[src/rtl/crc32_fcs_buf.sv]
// rtl/crc32_fcs_buf.sv - 4-byte delay line holding the trailing FCS candidate bytes
module crc32_fcs_buf (
    input  logic        clk,
    input  logic        rst,
    input  logic        push,
    input  logic        clear,
    input  logic [7:0]  din,
    output logic [7:0]  oldest,
    output logic        full,
    output logic [2:0]  occ,
    output logic [31:0] view
);

    logic [31:0] line_q;
    logic [2:0]  occ_q;

    assign oldest = line_q[7:0];
    assign full   = (occ_q == 3'd4);
    assign occ    = occ_q;

    // Little-endian view of the line as it will look once din is accepted.
    always_comb begin
        view = line_q;
        if (occ_q == 3'd4) begin
            view = {din, line_q[31:8]};
        end else begin
            view[8*occ_q[1:0] +: 8] = din;
        end
    end

    always_ff @(posedge clk) begin
        if (rst || (push && clear)) begin
            line_q <= 32'h0;
            occ_q  <= 3'd0;
        end else if (push) begin
            line_q <= view;
            if (occ_q != 3'd4) begin
                occ_q <= occ_q + 3'd1;
            end
        end
    end

endmodule

[config.mk]
export PLATFORM = sky130hd
export DESIGN_NAME = crc32_fcs_buf
export DESIGN_NICKNAME = d
export VERILOG_FILES = /design/src/rtl/crc32_fcs_buf.sv
export SDC_FILE = /design/constraint.sdc
export NUM_CORES = 1
export LEC_CHECK = 0
export CORE_ASPECT_RATIO = 0.6
export CORE_MARGIN = 5
export CORE_UTILIZATION = 50
export CTS_CLUSTER_SIZE = 12
export DETAILED_ROUTE_END_ITERATION = 8
export PLACE_DENSITY = 0.83
export SLEW_MARGIN = 40
export SYNTH_ARGS = -nofsm -noshare
export SYNTH_HDL_FRONTEND = slang
export SYNTH_SLANG_ARGS = --single-unit
[constraint.sdc]
create_clock -name clk -period 2.6 [get_ports clk]
set_input_delay 0.39 -clock clk [delete_from_list [all_inputs] [get_ports clk]]
set_output_delay 0.39 -clock clk [all_outputs]
set_load 0.01 [all_outputs]
==> out/qor.txt <==
status - finished clean
IO buf count - 55
die footprint - 0.00626 sq mm
crit start category - flop
Post-Syn Area - 0.00237 sq mm
Area growth syn-to-layout - 36.2%
grt total ovfl - 0
ys flop type - dfxtp_1
post-DR vias/cell - 6.05
hold buffers post-CTS - 0
Die X - 98.9 um
fin area - 0.00323 sq mm
post-detailed-route count of antenna-violating nets - 0
Fin. Hold Viols - 0
worst hold slack - 0.519 ns
CTS Sinks - 35
mux share of post-synthesis cell area - 0.422%
dpl hpwl - 5020 um
Post-Layout Cell Count - 417
Setup violations, final - 0
Synth Area in Compound Gates - 28.5%
main combinational cell family by area after synthesis - compound AO/OA/AOI/OAI gates
DP Area - 0.00295 sq mm
initial core utilization - 51.6%
unrepaired setup endpoints after global routing - yes
hold crit path type - reg -> reg
Async S/R FF share, synth - 0%
Post-synth EDFFs - 0
first-pass GRT wire length - 11400 um
Power, Total - 1.51 mW
worst skew pair latency - 0.29 ns
Pwr per Cell Area - 467 mW/mm^2
clk buf depth - 2
num rows - 19
Root Buffer - clkbuf_8
Adder-Cell Fraction of Synth Area - 3.17%
Wirelength per Cell - 17.2 um
relative slew slack - 46.6%
Reg2Reg Depth - 7
CP Data Arrival Time - 2.19 ns
hold path cells - 2
measured slew at the worst slew-check pin - 0.801 ns
area occupied by multi-input gates - 0.00151 sq mm
layout cells sized above 1 - 14.7%
Placement Setup Slack - 0.0460 ns
critical path startpoint - occ[1]
WL final - 7160 um
DRC errors left - 0
Max IR drop VDD - 0.366 mV
Ys Warns - 0
placed cell count - 404
die height - 63.3 um
number of distinct library cells after synthesis - 39
CP endpoint kind - primary output
detailed router's first-iteration violation count - 201
syn_nets - 317
CP Class - reg -> out
CP required - 2.21 ns
Tcrit/Tclk final - 99.1%
count of state elements after synthesis - 35
Final #Nets - 371
Max Clk Rate - 0.388 GHz
number of fill cells in the layout - 387
clk slew on worst S/H paths - 0.07 ns
diode count - 0
Leakage - 1.59 nW
FF+latch area - 701 sq um
first-pass iteration count of the detailed router - 5
initial antenna violation count - 0
R2R Path End - line_q[16]
clock skew - 0.00865 ns
setup_tns - 0 ns
Global Route Usage Sum - 22.1%
final core occ - 70.3%
vias in the first global route - 2330
post-synthesis sequential area ratio - 29.6%
xor and xnor area share after synthesis - 0.370%
WHS Endpoint - line_q[26]
final setup margin - 0.0232 ns
pin count of the biggest net entering global routing - 44
syn avg cell area - 7.93 sq um
vias post-DR - 2522
RR Startpoint - occ[0]
reg2reg setup slack - 0.90 ns
RePlAce Congestion - 0.885
simple-gate portion of the synthesized area - 28.5%
cts bufs inserted - 5
H-Tree Depth - 2
min-delay src - line_q[26]
CTS tree - built
Cells after Synth - 299
number of I/O pins - 56
post-layout min period - 2.58 ns
Slew Limit Fails - 0
Max Cap Viol - 0
worst-path fanout max - 8
core box area - 0.00459 sq mm
critical path, cell delays in order (launching register included):
cell and delay, ns:
dfxtp_1 0.33, inv_1 0.09, ha_4 0.20, buf_4 0.17, and4b_2 0.37, nand2_1 0.09
nand3_1 0.10, clkdlybuf4s50_1 0.54
synthesized netlist by cell type (3+ instances only):
| cell type | count | area (sq um) |
|---|---|---|
| a211oi_1 | 9 | 67.6 |
| a21oi_1 | 6 | 30.0 |
| a221o_1 | 4 | 40.0 |
| a22o_1 | 5 | 43.8 |
| a31oi_1 | 25 | 156 |
| a41oi_1 | 6 | 52.6 |
| and3_1 | 15 | 93.8 |
| buf_2 | 15 | 75.1 |
| buf_4 | 11 | 82.6 |
| buf_6 | 3 | 33.8 |
| clkbuf_1 | 4 | 15.0 |
| dfxtp_1 | 35 | 701 |
| ha_1 | 6 | 75.1 |
| inv_1 | 4 | 15.0 |
| nand2_1 | 23 | 86.3 |
| nand2b_1 | 18 | 113 |
| nand3_1 | 19 | 95.1 |
| nand3b_1 | 8 | 60.1 |
| nor2_1 | 13 | 48.8 |
| nor2b_1 | 13 | 81.3 |
| o211ai_1 | 5 | 37.5 |
| o21ai_0 | 22 | 110 |
| o21ba_1 | 3 | 30.0 |
| o22ai_1 | 9 | 56.3 |
state kept, by name, indices dropped and copies added, names as in the netlist:
register  flops
line_q       32
occ           3
cells by family after synthesis:
| kind of cell | count (synthesis) |
|---|---|
| AO/OA/AOI/OAI | 100 |
| XOR/XNOR | 1 |
| adder cells (fa/ha/maj) | 6 |
| buffers and inverters | 38 |
| flip-flops | 35 |
| multiplexers | 1 |
| AND/OR/NAND/NOR | 118 |
where the power goes:
group          switching, mW  total, mW  internal (mW)
registers             0.0204      0.583          0.562
clock network          0.208      0.519          0.310
logic                  0.203      0.405          0.202
worst max-delay path by stage:
stage,end,slack (ns),cells past startpoint
2_1_floorplan,view[24],0.39,6
3_3_place_gp,view[21],0.12,5
3_5_place_dp,view[21],0.05,5
4_1_cts,view[19],0.02,7
5_1_grt,view[9],-0.04,6
6_report,view[8],0.02,7
per-layer routing:
layer / global-route usage [%] / up-vias / wire length, um
li1: - / 1206 / -
met1: 31.1 / 1185 / 3220
met2: 34.8 / 126 / 3250
met3: 5.07 / 5 / 652
met4: 4.09 / 0 / 35
met5: 0 / - / 0
timing repair:
| action | in CTS | in global routing |
|---|---|---|
| setup endpoints to repair | 29 | 28 |
| resized for setup | 11 | 27 |
| gates cloned | 0 | 1 |
| pin swaps | 2 | 2 |
| buffers inserted | 2 | 2 |
cells in the final DEF, fill, tap and decap left out, types with 3 or more instances in the layout:
cell type        synthesis  final
a211oi_1                 9      9
a21oi_1                  6      6
a221o_1                  4      4
a22o_1                   5      5
a31oi_1                 25     25
a41oi_1                  6      6
and3_1                  15     15
buf_4                   11     23
clkbuf_8                 0      6
clkdlybuf4s50_1          0     32
dfxtp_1                 35     35
dlygate4sd2_1            0      4
dlymetal6s2s_1           0     18
inv_1                    4      3
nand2_1                 23     22
nand2b_1                18     18
nand3_1                 19     19
nand3b_1                 8      8
nor2_1                  13     13
nor2b_1                 13     12
o211ai_1                 5      5
o21ai_0                 22     22
o21ba_1                  3      3
o22ai_1                  9      9
area by class of cell:
| class | instances | share of cell area (%) |
|---|---|---|
| well taps | 63 | 2.44 |
| clock inverters | 2 | 1.09 |
| repair buffers | 80 | 24.9 |
| multi-input cells | 226 | 46.7 |
| clock buffers | 6 | 2.56 |
| inverters | 5 | 0.582 |
| flip-flops and latches | 35 | 21.7 |
(Power assumes the default switching activity.)
